[src/rtl/fir_17_tap.sv]
// 17-tap symmetric low-pass FIR, one signed sample per valid clock, full-precision registered output.
// Latency: one edge from accepting a sample to data_o; valid_i=0 freezes delay line and output (no backpressure).
module fir_17_tap #(
  parameter int IN_W   = 8,
  parameter int COEF_W = 10,
  parameter int OUT_W  = 24
) (
  input  logic                    clk,
  input  logic                    rst,
  input  logic signed [IN_W-1:0]  data_i,
  input  logic                    valid_i,
  output logic signed [OUT_W-1:0] data_o
);

  localparam int NTAP = 17;
  localparam int HALF = 8;

  function automatic logic signed [COEF_W-1:0] coef(input int k);
    case (k)
      0:       coef = COEF_W'(-2);
      1:       coef = COEF_W'(-4);
      2:       coef = COEF_W'(-3);
      3:       coef = COEF_W'(6);
      4:       coef = COEF_W'(22);
      5:       coef = COEF_W'(44);
      6:       coef = COEF_W'(68);
      7:       coef = COEF_W'(87);
      default: coef = COEF_W'(94);
    endcase
  endfunction

  logic signed [IN_W-1:0]  x_q [1:NTAP-1];
  logic signed [IN_W-1:0]  tap [0:NTAP-1];
  logic signed [OUT_W-1:0] pre;
  logic signed [OUT_W-1:0] acc_d;
  logic signed [OUT_W-1:0] data_q;

  // Symmetric pairs share one coefficient: pre-add the mirrored taps, then multiply once.
  always_comb begin
    tap[0] = data_i;
    for (int k = 1; k < NTAP; k++) begin
      tap[k] = x_q[k];
    end
    acc_d = '0;
    pre   = '0;
    for (int k = 0; k < HALF; k++) begin
      pre   = OUT_W'(tap[k]) + OUT_W'(tap[NTAP-1-k]);
      acc_d = acc_d + pre * OUT_W'(coef(k));
    end
    acc_d = acc_d + OUT_W'(tap[HALF]) * OUT_W'(coef(HALF));
  end

  always_ff @(posedge clk or posedge rst) begin
    if (rst) begin
      for (int k = 1; k < NTAP; k++) begin
        x_q[k] <= '0;
      end
      data_q <= '0;
    end else if (valid_i) begin
      x_q[1] <= data_i;
      for (int k = 2; k < NTAP; k++) begin
        x_q[k] <= x_q[k-1];
      end
      data_q <= acc_d;
    end
  end

  assign data_o = data_q;

endmodule

[config.mk]
export PLATFORM = sky130hd
export DESIGN_NAME = fir_17_tap
export DESIGN_NICKNAME = d
export VERILOG_FILES = /design/src/rtl/fir_17_tap.sv
export SDC_FILE = /design/constraint.sdc
export NUM_CORES = 1
export LEC_CHECK = 0
export CAP_MARGIN = 20
export CORE_UTILIZATION = 65
export DETAILED_ROUTE_END_ITERATION = 6
export GPL_TIMING_DRIVEN = 1
export PLACE_DENSITY = 0.94
export SLEW_MARGIN = 20
export SYNTH_ARGS = -nofsm -noshare
export SYNTH_HDL_FRONTEND = slang
export SYNTH_SLANG_ARGS = --single-unit
[constraint.sdc]
create_clock -name clk -period 17.18 [get_ports clk]
set_input_delay 4.295 -clock clk [delete_from_list [all_inputs] [get_ports clk]]
set_output_delay 4.295 -clock clk [all_outputs]
set_load 0.05 [all_outputs]
==> impl.org, run 1 <==
** Status
- Run status :: finished, violations left
- Violations in the final reports :: DRC

** Clocking
- Count of H-tree levels built during CTS :: 4
- Root cell of the clock tree :: sky130_fd_sc_hd__clkbuf_16
- Clock latency on the worst-skew pair, taken at its later pin, is 0.46 ns.
- In this run, post-CTS repair resized a total of 0 instances.
- Quantity of hold-fixing buffers added after cts :: 0
- Largest buffer count on any clock path :: 2
- Once the clock tree was built, the setup fixing pass inserted 0 buffers.
- TritonCTS created 17 clock buffers.
- CTS clk-pin slew, worst paths :: 0.08 ns
- TritonCTS built the clock tree.
- The clock net in this run drives a total of about 150 sinks.

** Logic synthesis
- Among all cell types in the netlist, the one instantiated most often is sky130_fd_sc_hd__inv_1.
- Proportion of netlist area held by the largest area contributor :: roughly a quarter
- Synthesized cell area :: around 0.018 mm²
- Averaged over all synthesized cells, the footprint is around 10 µm².
- sky130_fd_sc_hd__fa_1 takes more of the synthesized area than any other cell.
- Synth warn :: 0
- The number of nets handed over by synthesis was ~2300.
- Counting flops with a built-in enable in the synthesized netlist gives 0.
- The most used flip-flop cell after synthesis is sky130_fd_sc_hd__dfrtp_1.
- For this run, the register share of the synthesized area comes to 20.64%.
- Synthesis produced a netlist whose cell count is 1842.
- Synth cell types :: 62
- Commonest cells in the synthesized netlist :: sky130_fd_sc_hd__inv_1, sky130_fd_sc_hd__ha_1, sky130_fd_sc_hd__fa_1
- Number of flip-flops and latches in the synthesized netlist :: 152
- For this run, asynchronously set or reset flops after synthesis account for 100.0%.
- Ranking of synthesized cells by area :: sky130_fd_sc_hd__fa_1, sky130_fd_sc_hd__dfrtp_1, sky130_fd_sc_hd__ha_1

** Finish
- The number of antenna diodes in the final layout is 0.
- After routing the design area is 0.01985 mm².
- Layout cells sized above 1 :: 9.302%
- For this run, the post-layout net count is 2364.
- Layout overhead on the synthesized area :: 7.712%

** Global route
- The initial antenna violation count is 1.
- Global-route met1 utilization :: 38.32%
- Met3 track demand over resource in global routing :: 7.488%
- Summed over all layers, the global routing overflow is 0.
- The global routing stage identified its most utilized layer as met2.
- The first global-routing pass estimated 74400 µm of wire.
- For met2 alone, demand over resource in global routing was 58.20%.
- Entering global routing, the biggest net connects 106 pins.
- Via count of the first global-routing pass :: ~15000
- Global routing used 33.54% of the available tracks.

** Worst setup path
- Origin of the critical flop-to-flop path :: tap[24]
- The critical path crosses 31 cells after its start point.
- The largest single stage delay on the critical path is between 0.5 and 0.6 ns.
- Worst reg2reg path depth :: 33
- Top Family by Delay on Critical Path :: adder cells
- Along the worst path, the maximum fanout reaches 5.
- At the worst endpoint, the required time is ~18 ns.
- Sort of element at the start of the critical path :: input pin
- Register-to-register setup slack :: 7.27 ns
- Buf+Inv Stages, Crit Path :: 6
- The worst setup path is of the in -> reg kind.
- The endpoint identified for the worst register-to-register timing path is data_o[22].
- Among all stages on the critical path, the largest delay is contributed by sky130_fd_sc_hd__fa_1.
- STA puts the critical path data arrival time at about 13 ns.
- Critical path origin :: data_i[1]
- Endpoint type of the worst setup path :: flop
- By instance count, the cell type seen most on the critical path is sky130_fd_sc_hd__fa_1.

** Hold path
- Number of stages on the worst hold path :: 1
- Min-delay src :: tap[126]
- The worst hold path belongs to the class reg -> reg.
- The path with the worst hold slack has its endpoint at tap[118].

** Timing
- Clock skew :: 0.01751 ns
- Setup total negative slack on the finished layout was measured at 0 ns.
- Maximum achievable frequency :: roughly 0.082 GHz
- The worst pin sits at a relative slew slack of 18.08%.
- Endpoints failing setup :: 0
- Setup repair after global routing missed its margin :: false
- Final Max Tran Viols :: 0
- Tightest Pin Transition :: 1.220 ns
- Post-layout min period :: 12.15 ns
- Number of hold-slack violations in the final timing report :: 0
- Period utilization :: 70.71%

** Die
- Top Ports :: 35
- The die covers 0.02903 mm².
- Width of the die :: between 150 and 200 µm
- The initial utilization of the core area, before any placement, comes to 66.16%.
- Std-Cell Core Area :: 0.02786 mm²
- Y dimension of the die :: 170.4 µm
- The floorplan has 61 rows.

** Job
- Max Cap Violations :: 0

** Placed design
- Weighted congestion reported at the end of routability-driven placement :: 0.9353
- Once detailed placement completed, the half-perimeter wirelength came to ~35000 µm.
- Post-place instance area :: roughly 0.019 mm²
- Number of port buffers :: 34

** Detailed routing
- Once detail routing completed, the nets flagged for antenna violations numbered 0.
- Post-detailed-route DRC marker count :: 4
- The final layout contains routed wiring with a total length of 46310 µm.
- DRC marker count from the first detailed-route iteration :: 1161
- Dividing the detail-routed wire length by the instance count gives 20.40 µm.
- Via density per instance :: around 6
- Pre-antenna DRT Iters :: 7
- Total via count in the routed design :: 13620
==> metrics by stage <==
step / setup WS (ns) / utilization [%] / hold slack, ns / instances
floorplan: 6.026 / - / 0.4530 / 1842
global route: 4.767 / 71.26 / 0.5247 / 2270
detailed placement: 4.736 / 68.95 / 0.4816 / 2238
global placement: 5.082 / 68.95 / 0.4657 / 2238
finish: 5.031 / 71.26 / 0.5145 / 2270
CTS: 5.137 / 71.25 / 0.5125 / 2270
==> kinds of logic after synthesis <==
group	share of synthesized area (%)
buffers and inverters	9.965
adders and majority gates	41.18
AOI/OAI and AO/OA	9.524
and+or+nand+nor	4.935
DFF	20.64
xor gates and xnor gates	6.388
muxes	7.372
==> worst max path at each step <==
stage,end
3_5_place_dp,data_o[22]
5_1_grt,data_o[22]
6_report,data_o[22]
2_1_floorplan,data_o[22]
3_3_place_gp,data_o[22]
4_1_cts,data_o[22]
==> placed cells by master, fill, tap and decap left out, types with 4 or more instances in the layout <==
master / netlist / layout
sky130_fd_sc_hd__dfrtp_1: 152 / 152
sky130_fd_sc_hd__nor3_1: 9 / 9
sky130_fd_sc_hd__nand3_1: 12 / 12
sky130_fd_sc_hd__clkbuf_16: 0 / 17
sky130_fd_sc_hd__a21oi_1: 91 / 91
sky130_fd_sc_hd__inv_6: 0 / 6
sky130_fd_sc_hd__and2_2: 4 / 4
sky130_fd_sc_hd__fa_1: 221 / 221
sky130_fd_sc_hd__or2_2: 5 / 5
sky130_fd_sc_hd__o21bai_1: 25 / 25
sky130_fd_sc_hd__o21ai_0: 63 / 63
sky130_fd_sc_hd__clkdlybuf4s50_1: 0 / 33
sky130_fd_sc_hd__inv_1: 465 / 464
sky130_fd_sc_hd__buf_4: 0 / 4
sky130_fd_sc_hd__a21o_1: 32 / 32
sky130_fd_sc_hd__nor2b_1: 17 / 17
sky130_fd_sc_hd__xnor2_1: 102 / 102
sky130_fd_sc_hd__nor2_1: 55 / 55
sky130_fd_sc_hd__xor2_1: 28 / 28
sky130_fd_sc_hd__nand2_1: 61 / 61
sky130_fd_sc_hd__nand2b_1: 8 / 8
sky130_fd_sc_hd__a31oi_1: 6 / 6
sky130_fd_sc_hd__o211ai_1: 4 / 4
sky130_fd_sc_hd__ha_1: 253 / 253
sky130_fd_sc_hd__a211oi_1: 10 / 10
sky130_fd_sc_hd__o21ai_1: 12 / 12
sky130_fd_sc_hd__o21a_1: 9 / 9
sky130_fd_sc_hd__mux2_2: 118 / 118
==> registers in the layout, summed over array words and instances (netlist names) <==
register  cells
tap         128
data_o       24
==> cell type report <==
cell class                 instances  area [µm²]
multi-input combinational       1201       12790
clock inverter                    14       201.4
inverter                         468        1762
sequential                       152        3804
clock buffer                      18       439.2
tap                              378       473.0
fill                            1671        8005
timing repair buffer              39       382.9
==> routing by layer <==
metal  vias up  wire [µm]
li1       5937          -
met1      6729      16990
met2       724      23070
met3       230       3753
met4         2       2480
met5         -         13
Power of run 1 is not shown: default switching activity piles up to over one toggle a cycle in this logic, so the estimate is an artifact.
==> run 2, diff against run 1 <==
--- a/config.mk
+++ b/config.mk
@@ -6,10 +6,10 @@
 export NUM_CORES = 1
 export LEC_CHECK = 0
 export CAP_MARGIN = 20
-export CORE_UTILIZATION = 65
+export CORE_UTILIZATION = 59
 export DETAILED_ROUTE_END_ITERATION = 6
 export GPL_TIMING_DRIVEN = 1
-export PLACE_DENSITY = 0.94
+export PLACE_DENSITY = 0.9
 export SLEW_MARGIN = 20
 export SYNTH_ARGS = -nofsm -noshare
 export SYNTH_HDL_FRONTEND = slang
==> constraint.sdc (replaced) <==
create_clock -name clk -period 10.52 [get_ports clk]
set_input_delay 2.63 -clock clk [delete_from_list [all_inputs] [get_ports clk]]
set_output_delay 2.63 -clock clk [all_outputs]
set_load 0.05 [all_outputs]
==> impl.org, run 2 (synthesis gave the netlist of run 1 again) <==
** Clocking
- Clock tree from TritonCTS :: built (unchanged)
- The buffer type at the clock tree root is sky130_fd_sc_hd__clkbuf_16 (unchanged).
- The number of hold buffers added after cts came to 0 (unchanged).
- Buffers inserted by post-CTS timing repair :: 0 (unchanged)
- The depth of the CTS H-tree came to 4 (unchanged).
- The clock latency reported for the late side of the worst-skew pair is 0.45 ns (was 0.46 ns).
- The clock-pin slew on the worst setup and hold paths came to 0.07 ns (was 0.08 ns).
- The worst-case clock buffer depth is 2 (unchanged).
- The clock sink count came to 152 (unchanged).
- Total clock buffers created by CTS :: 17 (unchanged)
- Resized Gates After CTS :: 0 (unchanged)

** Worst setup path
- The largest fanout on the critical path was 5 (unchanged).
- The delay of the slowest cell on the worst path came to 0.55 ns (was 0.54 ns).
- Sort of element at the start of the critical path :: input pin (unchanged)
- The worst endpoint data arrival time was 10.42 ns (was 12.50 ns).
- The critical path's most frequent cell is sky130_fd_sc_hd__fa_1 (unchanged).
- The highest-delay cell along the critical path was sky130_fd_sc_hd__fa_1 (unchanged).
- The data required time at the worst endpoint was 10.86 ns (was 17.53 ns).
- The kind of end point of the critical path was a flop (unchanged).
- The count of buffering cells on the critical path with inverters included is 6 (unchanged).
- Critical setup path kind :: in -> reg (unchanged)
- Top Family by Delay on Critical Path :: adder cells (unchanged)

** Timing
- Endpoints failing setup :: 0 (unchanged)
- Number of hold-slack violations in the final timing report :: 0 (unchanged)
- For the finished layout, the period the worst path requires is 10.08 ns.
- Setup repair after global routing missed its margin :: false (unchanged)
- The final clock skew was 0.02204 ns (was 0.01751 ns).
- The slew at the pin closest to its max-slew limit was 1.141 ns (was 1.220 ns).
- The relative max-transition margin came to 23.38% (was 18.08%).
- Maximum achievable frequency :: 0.09921 GHz
- Final Max Tran Viols :: 0 (unchanged)
- The final critical path takes up 95.82% of the cycle.
- Fin Hold WS :: 0.4903 ns (was 0.5145 ns)

** Die
- Y dimension of the die :: 178.7 µm (was 170.4 µm)
- Total die area :: 0.03195 mm² (was 0.02903 mm²)
- The number of rows in the core area is 64 (was 61).
- The starting density of the core was 60.10% (was 66.16%).
- The number of placed I/O pins is 35 (unchanged).
- The core region area is 0.03067 mm² (was 0.02786 mm²).
- The die extent in x came to 178.7 µm (was 170.4 µm).

** Global route
- Residual overflow from global routing :: 0 (unchanged)
- Maximum number of pins on one net before global-route repair :: 101 (was 106)
- The global-route wire length before repair came to 69170 µm (was 74400 µm).
- The number of global-route vias before repair is 14200 (was 15000).
- The total global-route track usage is 28.21% (was 33.54%).
- Initial antenna violation count :: 0 (was 1)

** Finish
- The number of nets in the layout is 2366 (was 2364).
- Layout overhead on the synthesized area :: 7.882% (was 7.712%)
- Final core utilization :: 64.83% (was 71.26%)
- Layout cells sized above 1 :: 9.504% (was 9.302%)
- Count of inserted antenna diode cells :: 0 (unchanged)
- The number of fill cells is 2175 (was 1671).
- Max FFs per register :: 128 (unchanged)
- Leading cell types in the layout, fill and taps excluded: sky130_fd_sc_hd__inv_1, sky130_fd_sc_hd__ha_1, sky130_fd_sc_hd__fa_1, sky130_fd_sc_hd__dfrtp_1, sky130_fd_sc_hd__mux2_2 (unchanged).
- Most common library cell in the layout ignoring fill and taps :: sky130_fd_sc_hd__inv_1 (unchanged)

** Detailed routing
- Total wire length after detailed routing :: 42180 µm (was 46310 µm)
- The count of nets left with antenna violations after detail routing was 0 (unchanged).
- The via density per instance came to 5.688 (was 6.001).
- DRC marker count from the first detailed-route iteration :: 894 (was 1161)
- Post-detailed-route DRC marker count :: 0 (was 4)
- Pre-antenna DRT Iters :: 7 (unchanged)
- The wire length per cell was 18.42 µm (was 20.40 µm).
- Total via count in the routed design :: 13030 (was 13620)

** Hold path
- The path type of the worst min-delay path is reg -> reg (unchanged).

** Status
- Run status: completed (was finished, violations left).

** Placed design
- Weighted congestion reported at the end of routability-driven placement :: 0.9064 (was 0.9353)
- Detail Placement HPWL :: 33260 µm (was 35370 µm)
- The count of input and output buffers was 34 (unchanged).

** Job
- The max-capacitance violation count is 0 (unchanged).
## run 2: cell types whose count changed in the layout (fill, tap and decap cells not counted), sizes merged
| cell | before | now |
|---|---|---|
| inv | 476 | 474 |
| clkbuf | 18 | 17 |
| buf | 6 | 8 |
| bufinv | 3 | 1 |
| clkinv | 3 | 8 |
## run 2: final cells by class
type / count / area, µm² / area share [%]
clock inverters: 15 / 202.7 / 1.019
flip-flops and latches: 152 / 3804 / 19.13
repair buffers: 41 / 394.1 / 1.982
clock buffers: 17 / 425.4 / 2.139
multi-input cells: 1201 / 12800 / 64.38
inverters: 468 / 1762 / 8.860
well taps: 396 / 495.5 / 2.492
## run 2: final timing paths
path                            from  slack (ns)          to  cells after the start
max in group asynchronous        rst        6.35     tap[37]                      3
max reg2reg                  tap[32]        0.96  data_o[22]                     33
min in group asynchronous        rst        2.69   data_o[4]                      2
min reg2reg                  tap[14]        0.49      tap[6]                      2
max                        data_i[1]        0.44  data_o[22]                     31
min                          tap[14]        0.49      tap[6]                      2
## run 2: tightest hold or removal path: cells and delay by family, from the launching register on
family / cells / cell delay [ns]
DFF: 1 / 0.35
AOI/OAI and AO/OA: 1 / 0.06
and+or+nand+nor: 1 / 0.05
## run 2: routing by layer
layer  track usage (%)  part of all wire [%]  vias up
li1                  -                     -     5955
met1             34.69                    41     6551
met2             49.74                    50      407
met3             4.538                   5.6      113
met4             10.38                   3.0        0
met5                 0                     0        -
## run 2: metrics by stage
step / cell area, µm² / setup TNS (ns) / worst slack [ns] / std cells
floorplan: 18430 / 0 / 1.031 / 1842
global placement: 19250 / 0 / 0.09437 / 2258
detailed placement: 19250 / -0.1944 / -0.1028 / 2258
CTS: 19870 / 0 / 0.2820 / 2290
global route: 19880 / 0 / 0.04239 / 2290
finish: 19880 / 0 / 0.4402 / 2290
Power of run 2 is left out for the same reason.
==> run 3, diff against run 2 <==
--- a/config.mk
+++ b/config.mk
@@ -6,10 +6,11 @@
 export NUM_CORES = 1
 export LEC_CHECK = 0
 export CAP_MARGIN = 20
-export CORE_UTILIZATION = 59
+export CORE_UTILIZATION = 60
+export CTS_BUF_LIST = sky130_fd_sc_hd__clkbuf_8
 export DETAILED_ROUTE_END_ITERATION = 6
 export GPL_TIMING_DRIVEN = 1
-export PLACE_DENSITY = 0.9
+export PLACE_DENSITY = 0.91
 export SLEW_MARGIN = 20
 export SYNTH_ARGS = -nofsm -noshare
 export SYNTH_HDL_FRONTEND = slang
==> constraint.sdc (replaced) <==
create_clock -name clk -period 10.52 [get_ports clk]
set_input_delay 2.63 -clock clk [delete_from_list [all_inputs] [get_ports clk]]
set_output_delay 2.63 -clock clk [all_outputs]
set_load 0.01 [all_outputs]
==> impl.org, run 3 (synthesis gave the netlist of run 1 again) <==
** Global route
- The initial antenna violation count was 0 (unchanged).
- Total routing resource utilization after global routing :: 27.40% (was 28.21%)
- Maximum number of pins on one net before global-route repair :: 101 (unchanged)
- The leftover overflow at the end of global routing came to 0 (unchanged).
- The global-route wire length before repair was 66590 µm (was 69170 µm).
- The number of global-route vias before repair was 13800 (was 14200).

** Worst setup path
- Most frequent cell on the critical path :: sky130_fd_sc_hd__fa_1 (unchanged)
- Critical setup path kind :: in -> reg (unchanged)
- The worst endpoint data arrival time is 10.42 ns (about the same).
- The delay of the slowest cell on the worst path was 0.53 ns (was 0.55 ns).
- The highest-delay cell along the critical path is sky130_fd_sc_hd__fa_1 (unchanged).
- Largest driver fanout on the critical path :: 5 (unchanged)
- Register-to-register setup slack :: 1.01 ns (was 0.96 ns)
- Origin of the critical flop-to-flop path :: tap[40] (was tap[32])
- Endpoint type of the worst setup path :: flop (unchanged)
- The number of cells on the worst reg-to-reg path was 33 (unchanged).
- Critical register-to-register path endpoint :: data_o[23] (was data_o[22])
- Req. time, crit path :: 10.92 ns (was 10.86 ns)
- Sort of element at the start of the critical path :: input pin (unchanged)

** Clocking
- The clock sink count was 152 (unchanged).
- The number of hold buffers added after cts came to 0 (unchanged).
- The clock latency reported for the late side of the worst-skew pair is 0.50 ns (was 0.45 ns).
- The clock-pin slew on the worst setup and hold paths came to 0.13 ns (was 0.07 ns).
- Largest buffer count on any clock path :: 2 (unchanged)
- The number of setup buffers added after CTS came to 0 (unchanged).
- Resized Gates After CTS :: 0 (unchanged)
- The depth of the CTS H-tree came to 4 (unchanged).
- Root cell of the clock tree :: sky130_fd_sc_hd__clkbuf_8 (was sky130_fd_sc_hd__clkbuf_16)
- Clock tree from TritonCTS :: built (unchanged)
- The number of buffers created by CTS was 17 (unchanged).

** Finish
- Max FFs per register :: 128 (unchanged)
- Layout filler cell count :: 2160 (was 2175)
- Leading cell types in the layout, fill and taps excluded: sky130_fd_sc_hd__inv_1, sky130_fd_sc_hd__ha_1, sky130_fd_sc_hd__fa_1, sky130_fd_sc_hd__dfrtp_1, sky130_fd_sc_hd__mux2_2 (unchanged).
- Final net count :: 2366 (unchanged)
- Layout overhead on the synthesized area :: 6.734% (was 7.882%)
- Cell Count, Final, Fillers Out :: 2284 (was 2290)
- The post-layout utilization of the core is 65.68% (was 64.83%).
- The diode insertion count for antenna repair was 0 (unchanged).
- Layout cells sized above 1 :: 9.504% (unchanged)
- Most common library cell in the layout ignoring fill and taps :: sky130_fd_sc_hd__inv_1 (unchanged)

** Placed design
- The worst slack after detailed placement was -0.07315 ns (was -0.1028 ns).
- The final weighted congestion in routability-driven placement is 0.9298 (was 0.9064).
- The cell count after placement was 2252 (was 2258).
- The count of input and output buffers is 34 (unchanged).
- Detail Placement HPWL :: 33400 µm (was 33260 µm)

** Die
- The core region area came to 0.02995 mm² (was 0.03067 mm²).
- The die extent in x came to 177.3 µm (was 178.7 µm).
- The height of the die came to 177.3 µm (was 178.7 µm).
- The number of placed I/O pins came to 35 (unchanged).
- Number of core rows :: 63 (was 64)
- Starting Density :: 61.53% (was 60.10%)
- Total die area :: 0.03142 mm² (was 0.03195 mm²)

** Timing
- Endpoints failing setup :: 0 (unchanged)
- The number of slew-limit violations in the final report came to 0 (unchanged).
- The final clock skew was 0.02920 ns (was 0.02204 ns).
- The worst hold margin is 0.4607 ns (was 0.4903 ns).
- Post-layout min period :: 10.02 ns (was 10.08 ns)
- The number of endpoints with negative hold slack in the final report was 0 (unchanged).
- Period utilization :: 95.28% (was 95.82%)
- Setup repair after global routing missed its margin :: false (unchanged)
- The relative max-transition margin is 33.53% (was 23.38%).
- The slew at the pin closest to its max-slew limit was 0.9970 ns (was 1.141 ns).
- Maximum achievable frequency :: 0.09976 GHz (was 0.09921 GHz)
- The final setup slack of the worst path was 0.4962 ns (was 0.4402 ns).

** Detailed routing
- Total wire length after detailed routing :: 40640 µm (was 42180 µm)
- The post-route DRC violation count came to 0 (unchanged).
- The first-pass detailed-route iteration total came to 7 (unchanged).
- The wire length per cell came to 17.79 µm (was 18.42 µm).
- Count of nets left with antenna violations after detail routing :: 0 (unchanged)
- The via density per instance came to 5.598 (was 5.688).
- DRC marker count from the first detailed-route iteration :: 755 (was 894)
- The total via count after detailed routing is 12790 (was 13030).

** Hold path
- The number of instances on the worst hold path is 2 (unchanged).
- Kind of path behind the tightest hold check :: reg -> reg (unchanged)
- Min-delay src :: tap[13] (was tap[14])
- Min-Delay Endpoint :: tap[5] (was tap[6])

** Job
- The max-capacitance violation count is 0 (unchanged).

** Status
- Run status :: completed (unchanged)
## run 3: cell count changes in the layout (fill, tap and decap cells not counted), sizes merged
cell,change
bufinv,-1
inv,+4
clkinv,-3
## run 3: per-layer routing
metal | track usage, % | vias up | part of all wire [%]
met2 | 48.26 | 343 | 50
met4 | 8.476 | 0 | 2.7
met5 | 0 | - | 0
met3 | 4.253 | 96 | 5.1
li1 | - | 5929 | -
met1 | 34.47 | 6417 | 43
## run 3: how the worst max path moves through the flow
stage | from | endpoint
after CTS | data_i[1] | data_o[22]
final | data_i[1] | data_o[22]
after global routing | data_i[1] | data_o[22]
after global placement | data_i[1] | data_o[22]
after floorplan | data_i[1] | data_o[22]
after detailed placement | data_i[1] | data_o[22]
## run 3: final cells by class
| cell class | instances | area [µm²] | share of cell area (%) |
|---|---|---|---|
| multi-input combinational | 1201 | 12800 | 65.09 |
| timing repair buffer | 41 | 394.1 | 2.003 |
| tap | 390 | 488.0 | 2.480 |
| sequential | 152 | 3804 | 19.33 |
| clock inverter | 15 | 186.4 | 0.9477 |
| clock buffer | 17 | 234.0 | 1.189 |
| inverter | 468 | 1762 | 8.955 |
## run 3: through the flow
stage	cell area, µm²	setup TNS [ns]
4_1_cts	19660	0
3_5_place_dp	19240	-0.1330
3_3_place_gp	19240	0
6_report	19670	0
2_1_floorplan	18430	0
5_1_grt	19670	0
## run 3: critical path, delay by kind of cell
family | cells | cell delay (ns)
adder cells (fa/ha/maj) | 10 | 4.13
AO/OA/AOI/OAI | 9 | 1.87
AND/OR/NAND/NOR | 6 | 1.08
buffers and inverters | 6 | 0.67
Power of run 3 is left out for the same reason.
